===== src/rtl/nn_layer_scheduler_pkg.sv =====
// Shared types and width helpers for the layer scheduler and its arbiter.
package nn_layer_scheduler_pkg;

   typedef enum logic [1:0] {
      ST_IDLE   = 2'd0,
      ST_LAUNCH = 2'd1,
      ST_WAIT   = 2'd2,
      ST_RESP   = 2'd3
   } state_t;

   // Ceiling log2, never below 1 so that single-entry indices keep a legal width.
   function automatic int clog2_min1(input int value);
      int bits;
      bits = 0;
      while ((64'd1 << bits) < 64'(value)) bits++;
      return (bits < 1) ? 1 : bits;
   endfunction

   // The timeout counter must be able to hold TIMEOUT_CYCLES itself.
   function automatic int timeout_cnt_width(input int timeout_cycles);
      return clog2_min1(timeout_cycles + 1);
   endfunction

endpackage


===== src/rtl/nn_layer_scheduler_if.sv =====
// Host request, engine control and response signals between the scheduler and its surroundings.
interface nn_layer_scheduler_if
   import nn_layer_scheduler_pkg::*;
#(
   parameter int NUM_REQ = 4,
   parameter int REQ_W   = clog2_min1(NUM_REQ),
   parameter int LAYER_W = 1
) ();

   logic [NUM_REQ-1:0] req_valid;
   logic [NUM_REQ-1:0] req_ready;
   logic               eng_start;
   logic [LAYER_W-1:0] eng_layer;
   logic               eng_relu_en;
   logic               eng_done;
   logic               buf_sel;
   logic               resp_valid;
   logic               resp_ready;
   logic [REQ_W-1:0]   resp_id;
   logic               resp_error;
   logic               busy;

   // Requesters, engine and response consumer.
   modport master (
      output req_valid, eng_done, resp_ready,
      input  req_ready, eng_start, eng_layer, eng_relu_en, buf_sel,
             resp_valid, resp_id, resp_error, busy
   );

   // The scheduler itself.
   modport slave (
      input  req_valid, eng_done, resp_ready,
      output req_ready, eng_start, eng_layer, eng_relu_en, buf_sel,
             resp_valid, resp_id, resp_error, busy
   );

endinterface


===== src/rtl/nn_layer_scheduler_rr_arbiter.sv =====
// Round-robin arbiter: grants the first request at or after the pointer, wrapping.
module rr_arbiter
   import nn_layer_scheduler_pkg::*;
#(
   parameter int N     = 4,
   parameter int IDX_W = clog2_min1(N)
) (
   input  logic             clk,
   input  logic             rst,
   input  logic [N-1:0]     i_req,
   input  logic             i_update,
   output logic [N-1:0]     o_grant,
   output logic [IDX_W-1:0] o_grant_idx,
   output logic             o_any
);

   logic [IDX_W-1:0] r_ptr;
   logic [IDX_W-1:0] w_idx;
   logic             w_found;

   always_comb begin
      int j;
      j       = 0;
      w_idx   = '0;
      w_found = 1'b0;
      for (int k = 0; k < N; k++) begin
         j = int'(r_ptr) + k;
         if (j >= N) j = j - N;
         if (!w_found && i_req[j]) begin
            w_found = 1'b1;
            w_idx   = IDX_W'(j);
         end
      end
   end

   for (genvar gi = 0; gi < N; gi++) begin : g_onehot
      assign o_grant[gi] = w_found && (w_idx == IDX_W'(gi));
   end

   assign o_grant_idx = w_idx;
   assign o_any       = w_found;

   always_ff @(posedge clk or posedge rst) begin
      if (rst) begin
         r_ptr <= '0;
      end else if (i_update) begin
         r_ptr <= (w_idx == IDX_W'(N - 1)) ? '0 : w_idx + IDX_W'(1);
      end
   end

endmodule


===== src/rtl/nn_layer_scheduler.sv =====
// Runs each granted job through NUM_LAYERS passes of the shared dense engine and reports completion.
module nn_layer_scheduler
   import nn_layer_scheduler_pkg::*;
#(
   parameter int NUM_REQ        = 4,
   parameter int NUM_LAYERS     = 2,
   parameter int TIMEOUT_CYCLES = 65535,
   parameter int REQ_W          = clog2_min1(NUM_REQ),
   parameter int LAYER_W        = clog2_min1(NUM_LAYERS)
) (
   input logic                clk,
   input logic                rst,
   nn_layer_scheduler_if.slave bus
);

   localparam int                 CNT_W      = timeout_cnt_width(TIMEOUT_CYCLES);
   localparam logic [CNT_W-1:0]   TIMEOUT_M1 = CNT_W'(TIMEOUT_CYCLES - 1);
   localparam logic [LAYER_W-1:0] LAST_LAYER = LAYER_W'(NUM_LAYERS - 1);
   localparam logic               FIRST_RELU = (NUM_LAYERS > 1);

   state_t             r_state, w_state_next;
   logic [NUM_REQ-1:0] r_ready, w_ready_next;
   logic               r_start, w_start_next;
   logic [LAYER_W-1:0] r_layer, w_layer_next;
   logic               r_relu, w_relu_next;
   logic               r_buf, w_buf_next;
   logic               r_resp_valid, w_resp_valid_next;
   logic [REQ_W-1:0]   r_resp_id, w_resp_id_next;
   logic               r_resp_err, w_resp_err_next;
   logic               r_busy, w_busy_next;
   logic [CNT_W-1:0]   r_cnt, w_cnt_next;
   logic [REQ_W-1:0]   r_id, w_id_next;

   logic [NUM_REQ-1:0] w_grant;
   logic [REQ_W-1:0]   w_grant_idx;
   logic               w_any;
   logic               w_grant_en;
   logic [LAYER_W-1:0] w_layer_inc;

   assign w_grant_en  = (r_state == ST_IDLE) && w_any;
   assign w_layer_inc = r_layer + LAYER_W'(1);

   rr_arbiter #(
      .N     (NUM_REQ),
      .IDX_W (REQ_W)
   ) u_arb (
      .clk         (clk),
      .rst         (rst),
      .i_req       (bus.req_valid),
      .i_update    (w_grant_en),
      .o_grant     (w_grant),
      .o_grant_idx (w_grant_idx),
      .o_any       (w_any)
   );

   always_comb begin
      w_state_next      = r_state;
      w_ready_next      = '0;
      w_start_next      = 1'b0;
      w_layer_next      = r_layer;
      w_relu_next       = r_relu;
      w_buf_next        = r_buf;
      w_resp_valid_next = r_resp_valid;
      w_resp_id_next    = r_resp_id;
      w_resp_err_next   = r_resp_err;
      w_cnt_next        = r_cnt;
      w_id_next         = r_id;
      case (r_state)
         ST_IDLE: begin
            if (w_any) begin
               w_state_next = ST_LAUNCH;
               w_ready_next = w_grant;
               w_start_next = 1'b1;
               w_layer_next = '0;
               w_relu_next  = FIRST_RELU;
               w_buf_next   = 1'b0;
               w_id_next    = w_grant_idx;
            end
         end
         ST_LAUNCH: begin
            w_state_next = ST_WAIT;
            w_cnt_next   = '0;
         end
         ST_WAIT: begin
            w_cnt_next = r_cnt + CNT_W'(1);
            // Completion takes priority over a timeout landing in the same cycle.
            if (bus.eng_done) begin
               if (r_layer != LAST_LAYER) begin
                  w_state_next = ST_LAUNCH;
                  w_start_next = 1'b1;
                  w_layer_next = w_layer_inc;
                  w_relu_next  = (w_layer_inc != LAST_LAYER);
                  w_buf_next   = ~r_buf;
               end else begin
                  w_state_next      = ST_RESP;
                  w_resp_valid_next = 1'b1;
                  w_resp_id_next    = r_id;
                  w_resp_err_next   = 1'b0;
               end
            end else if (r_cnt == TIMEOUT_M1) begin
               w_state_next      = ST_RESP;
               w_resp_valid_next = 1'b1;
               w_resp_id_next    = r_id;
               w_resp_err_next   = 1'b1;
            end
         end
         ST_RESP: begin
            if (bus.resp_ready) begin
               w_state_next      = ST_IDLE;
               w_resp_valid_next = 1'b0;
            end
         end
         default: w_state_next = ST_IDLE;
      endcase
      w_busy_next = (w_state_next != ST_IDLE);
   end

   always_ff @(posedge clk or posedge rst) begin
      if (rst) begin
         r_state      <= ST_IDLE;
         r_ready      <= '0;
         r_start      <= 1'b0;
         r_layer      <= '0;
         r_relu       <= 1'b0;
         r_buf        <= 1'b0;
         r_resp_valid <= 1'b0;
         r_resp_id    <= '0;
         r_resp_err   <= 1'b0;
         r_busy       <= 1'b0;
         r_cnt        <= '0;
         r_id         <= '0;
      end else begin
         r_state      <= w_state_next;
         r_ready      <= w_ready_next;
         r_start      <= w_start_next;
         r_layer      <= w_layer_next;
         r_relu       <= w_relu_next;
         r_buf        <= w_buf_next;
         r_resp_valid <= w_resp_valid_next;
         r_resp_id    <= w_resp_id_next;
         r_resp_err   <= w_resp_err_next;
         r_busy       <= w_busy_next;
         r_cnt        <= w_cnt_next;
         r_id         <= w_id_next;
      end
   end

   assign bus.req_ready   = r_ready;
   assign bus.eng_start   = r_start;
   assign bus.eng_layer   = r_layer;
   assign bus.eng_relu_en = r_relu;
   assign bus.buf_sel     = r_buf;
   assign bus.resp_valid  = r_resp_valid;
   assign bus.resp_id     = r_resp_id;
   assign bus.resp_error  = r_resp_err;
   assign bus.busy        = r_busy;

endmodule

===== src/flat_wrapper.sv =====
// flat-port wrapper written by rule: the top's interface ports become plain ports
module nn_layer_scheduler_flat import nn_layer_scheduler_pkg::*;
#(
   parameter int NUM_REQ        = 4,
   parameter int NUM_LAYERS     = 2,
   parameter int TIMEOUT_CYCLES = 65535,
   parameter int REQ_W          = clog2_min1(NUM_REQ),
   parameter int LAYER_W        = clog2_min1(NUM_LAYERS)
)
  (clk, rst, bus_req_valid, bus_eng_done, bus_resp_ready, bus_req_ready, bus_eng_start, bus_eng_layer, bus_eng_relu_en, bus_buf_sel, bus_resp_valid, bus_resp_id, bus_resp_error, bus_busy);
  nn_layer_scheduler_if #(.NUM_REQ(NUM_REQ), .REQ_W(REQ_W), .LAYER_W(LAYER_W)) bus_i ();
  input logic clk;
  input logic rst;
  input wire logic [$bits(bus_i.req_valid)-1:0] bus_req_valid;
  input wire logic [$bits(bus_i.eng_done)-1:0] bus_eng_done;
  input wire logic [$bits(bus_i.resp_ready)-1:0] bus_resp_ready;
  output wire logic [$bits(bus_i.req_ready)-1:0] bus_req_ready;
  output wire logic [$bits(bus_i.eng_start)-1:0] bus_eng_start;
  output wire logic [$bits(bus_i.eng_layer)-1:0] bus_eng_layer;
  output wire logic [$bits(bus_i.eng_relu_en)-1:0] bus_eng_relu_en;
  output wire logic [$bits(bus_i.buf_sel)-1:0] bus_buf_sel;
  output wire logic [$bits(bus_i.resp_valid)-1:0] bus_resp_valid;
  output wire logic [$bits(bus_i.resp_id)-1:0] bus_resp_id;
  output wire logic [$bits(bus_i.resp_error)-1:0] bus_resp_error;
  output wire logic [$bits(bus_i.busy)-1:0] bus_busy;
  assign bus_i.req_valid = bus_req_valid;
  assign bus_i.eng_done = bus_eng_done;
  assign bus_i.resp_ready = bus_resp_ready;
  assign bus_req_ready = bus_i.req_ready;
  assign bus_eng_start = bus_i.eng_start;
  assign bus_eng_layer = bus_i.eng_layer;
  assign bus_eng_relu_en = bus_i.eng_relu_en;
  assign bus_buf_sel = bus_i.buf_sel;
  assign bus_resp_valid = bus_i.resp_valid;
  assign bus_resp_id = bus_i.resp_id;
  assign bus_resp_error = bus_i.resp_error;
  assign bus_busy = bus_i.busy;
  nn_layer_scheduler #(.NUM_REQ(NUM_REQ), .NUM_LAYERS(NUM_LAYERS), .TIMEOUT_CYCLES(TIMEOUT_CYCLES), .REQ_W(REQ_W), .LAYER_W(LAYER_W)) u_core (.clk(clk), .rst(rst), .bus(bus_i));
endmodule

===== config.mk =====
export PLATFORM = sky130hd
export DESIGN_NAME = nn_layer_scheduler_flat
export DESIGN_NICKNAME = d
export VERILOG_FILES = /design/src/rtl/nn_layer_scheduler_pkg.sv /design/src/rtl/nn_layer_scheduler_if.sv /design/src/rtl/nn_layer_scheduler_rr_arbiter.sv /design/src/rtl/nn_layer_scheduler.sv /design/src/flat_wrapper.sv
export SDC_FILE = /design/constraint.sdc
export NUM_CORES = 1
export LEC_CHECK = 0
export CORE_ASPECT_RATIO = 1.75
export CORE_MARGIN = 4
export CORE_UTILIZATION = 50
export CTS_CLUSTER_SIZE = 30
export DETAILED_ROUTE_END_ITERATION = 10
export MAX_ROUTING_LAYER = met4
export PLACE_DENSITY = 0.75
export RECOVER_POWER = 50
export SYNTH_ARGS = -nofsm -noshare
export SYNTH_HDL_FRONTEND = slang
export SYNTH_SLANG_ARGS = --single-unit

===== constraint.sdc =====
create_clock -name clk -period 1.85 [get_ports clk]
set_clock_uncertainty 0.1 [all_clocks]
set_input_delay 0.2775 -clock clk [delete_from_list [all_inputs] [get_ports clk]]
set_output_delay 0.2775 -clock clk [all_outputs]
set_load 0.005 [all_outputs]

; Yosys cells after proc, flatten, opt, wreduce, memory -nomap -nowiden
; Cells that the tools add are included.
[op_classes]
add_sub_neg = 10
n_eq_ne = 14
bitwise = 2
n_lt_le_gt_ge = 8
n_reduce_logical = 23
n_mux = 59
[ops]
columns = cell, count
row1 = 32-bit by 4-bit < comparator with 1-bit output (second input constant), 4
row2 = 32-bit 2-to-1 mux, 4
row3 = 16-bit one-hot mux with 2 select lines, 1
row4 = 1-bit 2-to-1 mux, 29
row5 = 2-bit 2-to-1 mux, 13
row6 = 16-bit by 1-bit adder with 16-bit output (second input constant), 1
row7 = 16-bit equality test (second input constant), 1
row8 = 3-bit by 3-bit subtractor with 4-bit output (second input constant), 3
row9 = 1-bit one-hot mux with 2 select lines, 5
row10 = 2-bit nonzero test, 5
row11 = 3-bit >= comparator (second input constant), 3
row12 = 1-bit binary-select mux with 2-bit select, 4
row13 = 2-bit equality test (second input constant), 4
row14 = 1-bit logical AND, 8
row15 = 4-bit 2-to-1 mux, 2
row16 = 2-bit inequality test (second input constant), 4
row17 = 2-bit one-hot mux with 4 select lines, 1
row18 = 4-bit AND reduction, 2
row19 = 2-bit by 2-bit adder with 3-bit output (second input constant), 2
row20 = 3-bit by 2-bit inequality test with 1-bit output (second input constant), 2
row21 = 3-bit AND reduction, 2
row22 = 2-bit by 1-bit equality test with 1-bit output (second input constant), 2
row23 = 2-bit logical NOT, 2
row24 = 2-bit by 3-bit subtractor with 4-bit output (second input constant), 1
row25 = 8 further kinds, 11
[totals]
in_bits = 8
output_inout_bits = 13
regBits = 35

; Logic depth before layout (Yosys ltp)
[depth]
word_depth = 19
mapped_depth = 7
depth_no_buf = 7

; Modules after synthesis
; Synthesis repeated with hierarchy kept, for this count alone.
[unflattened]
cells_unflattened = 193
hier_area_um2 = 1923.1
[by_module_without_submodules]
columns = module, area_each_um2, seq_area_each_um2, cells_per_inst, n_inst
row1 = nn_layer_scheduler, 1635.3, 825.8, 163, 1
row2 = rr_arbiter, 287.8, 50.0, 30, 1

; Least setup slack after synthesis
; No wires, ideal clock.
[synth_timing]
path_kind = reg2reg
startpoint = register u_core.r_state[0]
endpoint = register u_core.r_cnt[15]
setup_ns = 0.077
n_path_buf = 0
synth_period_minus_slack_ns = 1.987
stages_incl_launch_ff = 7
path_slack_ns = -0.137
arrival_ns = 1.810
cell_sequence = dfrtp_1 > inv_1 > ha_1 > and3_1 > nand3_1 > or4_1 > a21oi_1
[synth_via]
elab_chain_len = 2
[synth_lines]
columns = element, line
row1 = from (decl), nn_layer_scheduler.sv:21  ; state_t r_state, w_state_next;
row2 = from (signal assigned), nn_layer_scheduler.sv:133  ; r_state <= w_state_next;
row3 = 2-bit equality test / 2-bit by 1-bit equality test with 1-bit output (equally long branches), nn_layer_scheduler.sv:68  ; case (r_state)
row4 = 16-bit one-hot mux with 2 select lines / 2-bit nonzero test (equally long branches), n/a
row5 = to (signal assigned), nn_layer_scheduler.sv:143  ; r_cnt <= w_cnt_next;
row6 = to (decl), nn_layer_scheduler.sv:31  ; logic [CNT_W-1:0] r_cnt, w_cnt_next;
; Several ways; a longest one is shown, not always the timed one.
; A chain may end at the register's enable or synchronous reset.

; Worst setup path in the final report
[layout_timing]
startpoint = register u_core.r_state[0]
endpoint = register u_core.r_cnt[11]
; The elaborated chain is that of the path after synthesis.

==> impl_results.html <==
<table>
<tr><th>Metric</th><th>Value</th></tr>
<tr><th colspan="2">Floorplan</th></tr>
<tr><td>Chip Width</td><td>54.4 um</td></tr>
<tr><td>Core Area</td><td>0.00363 sq mm</td></tr>
<tr><td>Die footprint</td><td>0.00486 sq mm</td></tr>
<tr><td>Number of primary I/O pins</td><td>21</td></tr>
<tr><td>Row count</td><td>29</td></tr>
<tr><td>Die outline height</td><td>89.2 um</td></tr>
<tr><td>Effective utilization at floorplan</td><td>52.0%</td></tr>
<tr><th colspan="2">Final layout</th></tr>
<tr><td>Post-layout instance count excluding filler cells</td><td>293</td></tr>
<tr><td>Ratio of cells with drive above 1 in the final layout</td><td>25.9%</td></tr>
<tr><td>Utilization after layout</td><td>69.4%</td></tr>
<tr><td>Final design instance area without fill</td><td>0.00252 sq mm</td></tr>
<tr><td>Layout overhead on the synthesized area</td><td>33.6%</td></tr>
<tr><td>Number of nets in the final layout</td><td>264</td></tr>
<tr><td>Area of combinational cells with multiple inputs</td><td>0.00105 sq mm</td></tr>
<tr><td>Antenna Cells</td><td>0</td></tr>
<tr><td>Storage cell area</td><td>877 sq um</td></tr>
<tr><td>Count of fill cells added during filler insertion</td><td>300</td></tr>
<tr><th colspan="2">Setup path</th></tr>
<tr><td>Required time of the critical path</td><td>1.97 ns</td></tr>
<tr><td>Ordered cell list for the critical path</td><td>inv_2 -&gt; ha_4 -&gt; and3_4 -&gt; nand3_4 -&gt; buf_6 -&gt; or3_4 -&gt; a21oi_2</td></tr>
<tr><td>Worst Setup End Kind</td><td>flip-flop</td></tr>
<tr><td>Register-to-Register Path Depth</td><td>7</td></tr>
<tr><td>Data arrival at the endpoint of the critical path</td><td>1.93 ns</td></tr>
<tr><td>Worst Path Max Fanout</td><td>4</td></tr>
<tr><td>Startpoint Class</td><td>flip-flop</td></tr>
<tr><td>Worst-case register-to-register setup slack</td><td>0.04 ns</td></tr>
<tr><td>Launching point of the worst reg2reg path</td><td>u_core.r_state[0]</td></tr>
<tr><td>Kind of critical path</td><td>flip-flop to flip-flop</td></tr>
<tr><td>Standard cell with the maximum stage delay on the critical path</td><td>sky130_fd_sc_hd__dfrtp_1</td></tr>
<tr><td>Critical Path Max Stage Delay</td><td>0.38 ns</td></tr>
<tr><td>Destination of the worst register-to-register timing path</td><td>u_core.r_cnt[11]</td></tr>
<tr><th colspan="2">STA</th></tr>
<tr><td>Setup violators final</td><td>0</td></tr>
<tr><td>Total Neg Setup Slack</td><td>0 ns</td></tr>
<tr><td>Final Hold Fails</td><td>0</td></tr>
<tr><td>Setup repair after global routing missed its margin</td><td>true</td></tr>
<tr><td>Measured slew at the worst slew-check pin</td><td>0.862 ns</td></tr>
<tr><td>Slew Limit Fails</td><td>0</td></tr>
<tr><td>Worst slew slack as a fraction of its limit</td><td>42.5%</td></tr>
<tr><td>Share of the clock period used by the worst path</td><td>98.1%</td></tr>
<tr><td>Clock period minus final worst setup slack</td><td>1.81 ns</td></tr>
<tr><td>FMAX</td><td>551 MHz</td></tr>
<tr><td>Worst Setup Slack, final</td><td>0.0351 ns</td></tr>
<tr><th colspan="2">GRT</th></tr>
<tr><td>First-pass GRT wire length</td><td>7800 um</td></tr>
<tr><td>Number of global-route vias before repair</td><td>1730</td></tr>
<tr><td>Pin count of the biggest net entering global routing</td><td>36</td></tr>
<tr><td>Total grt overflow</td><td>0</td></tr>
<tr><td>Initial antenna violation count</td><td>0</td></tr>
<tr><td>Total global-route track usage</td><td>22.8%</td></tr>
<tr><th colspan="2">Status</th></tr>
<tr><td>Outcome</td><td>completed</td></tr>
<tr><th colspan="2">Drt</th></tr>
<tr><td>Via count of the routed design</td><td>1680</td></tr>
<tr><td>Post-detailed-route via-to-cell ratio</td><td>5.73</td></tr>
<tr><td>First-iteration detailed-routing DRC count</td><td>56</td></tr>
<tr><td>Number of routed nets with antenna violations</td><td>0</td></tr>
<tr><td>Aggregate routed wire length</td><td>4720 um</td></tr>
<tr><td>TritonRoute pass-1 iters</td><td>5</td></tr>
<tr><td>Avg WL per Cell</td><td>16.1 um</td></tr>
<tr><td>DRC viols</td><td>0</td></tr>
<tr><th colspan="2">Clocking</th></tr>
<tr><td>CTS tree</td><td>done</td></tr>
<tr><td>Max H-tree Level</td><td>2</td></tr>
<tr><td>Max clock buf depth</td><td>2</td></tr>
<tr><td>CTS Sinks</td><td>35</td></tr>
<tr><td>CTS root buffer</td><td>sky130_fd_sc_hd__clkbuf_8</td></tr>
<tr><td>Clk pin slew, worst setup/hold paths</td><td>0.07 ns</td></tr>
<tr><td>Number of buffers inserted during clock tree synthesis</td><td>5</td></tr>
<tr><td>Clock network latency to the later pin of the worst-skew pair</td><td>0.29 ns</td></tr>
<tr><th colspan="2">Placed design</th></tr>
<tr><td>Setup Slack @ Placement</td><td>-0.285 ns</td></tr>
<tr><td>Final Wtd Congestion</td><td>0.840</td></tr>
<tr><td>Number of port buffers</td><td>20</td></tr>
<tr><td>Half-perimeter wire length after placement</td><td>3420 um</td></tr>
<tr><td>Count of placed standard cells including taps</td><td>281</td></tr>
<tr><td>Instance area after placement</td><td>0.00231 sq mm</td></tr>
<tr><th colspan="2">Worst hold path</th></tr>
<tr><td>WHS Path Cells</td><td>2</td></tr>
<tr><td>End of the worst hold path</td><td>u_core.r_id[1]</td></tr>
<tr><td>Type of the tightest min-delay check</td><td>flip-flop to flip-flop</td></tr>
<tr><td>Origin of the worst min-delay path</td><td>u_core.r_id[1]</td></tr>
<tr><th colspan="2">Yosys</th></tr>
<tr><td>Top_reg_cell synth</td><td>sky130_fd_sc_hd__dfrtp_1</td></tr>
<tr><td>Area share of the largest cell type after synthesis</td><td>46.4%</td></tr>
<tr><td>Synth area leaders</td><td>sky130_fd_sc_hd__dfrtp_1 (46%), sky130_fd_sc_hd__ha_1 (6.0%), sky130_fd_sc_hd__nand2_1 (4.0%)</td></tr>
<tr><td>Fraction of the yosys area taken by sequential cells</td><td>46.4%</td></tr>
<tr><td>Net count after synthesis</td><td>215</td></tr>
<tr><td>Synthesized netlist cell count</td><td>198</td></tr>
<tr><td>Average cell area after synthesis</td><td>9.52 sq um</td></tr>
<tr><td>Post-synth top area cell</td><td>sky130_fd_sc_hd__dfrtp_1</td></tr>
<tr><td>Synth Warn #</td><td>0</td></tr>
<tr><td>Post-synthesis async set-or-reset flop share</td><td>100%</td></tr>
<tr><td>Synthesized cell area</td><td>0.00189 sq mm</td></tr>
<tr><td>Yosys reg bits</td><td>35</td></tr>
<tr><td>Count of distinct cell types in the synthesized netlist</td><td>46</td></tr>
<tr><td>Number of synthesized flops with an enable pin</td><td>0</td></tr>
<tr><th colspan="2">Pwr</th></tr>
<tr><td>Power density normalized to cell area</td><td>1280 mW/mm^2</td></tr>
<tr><td>Leakage power of the design</td><td>1.12 nW</td></tr>
<tr><td>Maximum VDD drop</td><td>907 uV</td></tr>
<tr><th colspan="2">Job</th></tr>
<tr><td>Number of max-cap violations</td><td>0</td></tr>
</table>
## state kept, by name, summed over array words and instances, names as in the netlist
| signal | flops |
|---|---|
| u_core.r_state | 2 |
| u_core.u_arb.r_ptr | 2 |
| u_core.bus.busy | 1 |
| u_core.bus.eng_relu_en | 1 |
| u_core.r_id | 2 |
| u_core.bus.eng_start | 1 |
| u_core.bus.req_ready | 4 |
| u_core.bus.eng_layer | 1 |
| u_core.bus.resp_error | 1 |
| u_core.r_cnt | 16 |
| u_core.bus.buf_sel | 1 |
| u_core.bus.resp_valid | 1 |
| u_core.bus.resp_id | 2 |
## cell usage after synthesis (4+ instances only)
cell type / n
sky130_fd_sc_hd__and2_1: 4
sky130_fd_sc_hd__nand2_1: 20
sky130_fd_sc_hd__clkbuf_1: 4
sky130_fd_sc_hd__nand3_1: 7
sky130_fd_sc_hd__nand4_1: 8
sky130_fd_sc_hd__nor3_1: 4
sky130_fd_sc_hd__and3_1: 6
sky130_fd_sc_hd__nand2b_1: 8
sky130_fd_sc_hd__dfrtp_1: 35
sky130_fd_sc_hd__inv_1: 9
sky130_fd_sc_hd__o21ai_0: 10
sky130_fd_sc_hd__ha_1: 9
sky130_fd_sc_hd__a21oi_1: 13
sky130_fd_sc_hd__nor2_1: 14
sky130_fd_sc_hd__xnor2_1: 4
## logic make-up after synthesis
| group | count (synthesis) | share of synthesized area (%) |
|---|---|---|
| muxes | 4 | 2.26 |
| adders and majority gates | 9 | 5.97 |
| AOI/OAI and AO/OA | 42 | 14.2 |
| and+or+nand+nor | 86 | 24.8 |
| DFF | 35 | 46.4 |
| buffers and inverters | 15 | 3.12 |
| xor gates and xnor gates | 7 | 3.25 |
## routing by layer
layer	wire, um	up-vias	track usage, %
met5	0	-	-
met4	136	0	11.1
met3	95	14	4.01
met2	2760	31	41.0
met1	1720	827	22.4
li1	-	808	-
## cell type report
cell class	instances	share of cell area, %
flip-flops and latches	35	34.8
multi-input cells	148	41.6
repair buffers	48	16.4
clock buffers	6	3.28
clock inverters	1	0.199
well taps	46	2.29
inverters	9	1.34
## worst max-delay path by stage
stage | start | end | slack (ns) | depth (start not counted)
floorplan | u_core.r_state[1] | u_core.r_cnt[15] | 0.008 | 6
global placement | bus_req_valid[3] | u_core.u_arb.r_ptr[1] | -0.22 | 6
detailed placement | bus_req_valid[3] | u_core.u_arb.r_ptr[1] | -0.29 | 8
CTS | u_core.r_cnt[0] | u_core.bus.busy | 0.006 | 6
global route | u_core.r_state[0] | u_core.r_cnt[14] | -0.06 | 6
finish | u_core.r_state[0] | u_core.r_cnt[11] | 0.04 | 7
## per-stage QoR
stage | total power, mW | hold slack, ns
final | 3.23 | 0.386
after global routing | 3.47 | 0.413
after CTS | 3.15 | 0.308
after detailed placement | 2.56 | 0.378
after global placement | 2.49 | 0.364
after floorplan | 1.89 | 0.263
## power breakdown
| part | total (mW) | internal [mW] | switching, mW |
|---|---|---|---|
| registers | 1.11 | 0.961 | 0.144 |
| clock network | 0.554 | 0.292 | 0.262 |
| logic | 1.57 | 0.802 | 0.766 |
## critical path: cells and delay by family, from the launching register on
family | cells | cell delay [ns]
AOI/OAI and AO/OA | 1 | 0.15
adders and majority gates | 1 | 0.28
buffers and inverters | 2 | 0.21
DFF | 1 | 0.38
and+or+nand+nor | 3 | 0.64
## placed cells by master (no fill, tap or decap), drive strengths merged, types with 8 or more instances in the layout
cell type      Yosys  routed
dfrtp             35      35
buf                2      27
nand2             20      20
clkdlybuf4s50      0      18
nor2              14      14
a21oi             13      13
o21ai             10      10
nand4              9       9
inv                9       9
ha                 9       9
nand2b             8       8
## what timing repair did
action / CTS / global route
gates resized for setup: 4 / 19
setup buffers: 1 / 4
setup endpoints to repair: 3 / 13
hold endpoints to repair: 0 / 0
hold buffers: 0 / 0
pin swaps: 3 / 8
Note: power is estimated with default switching activity, not from simulation.
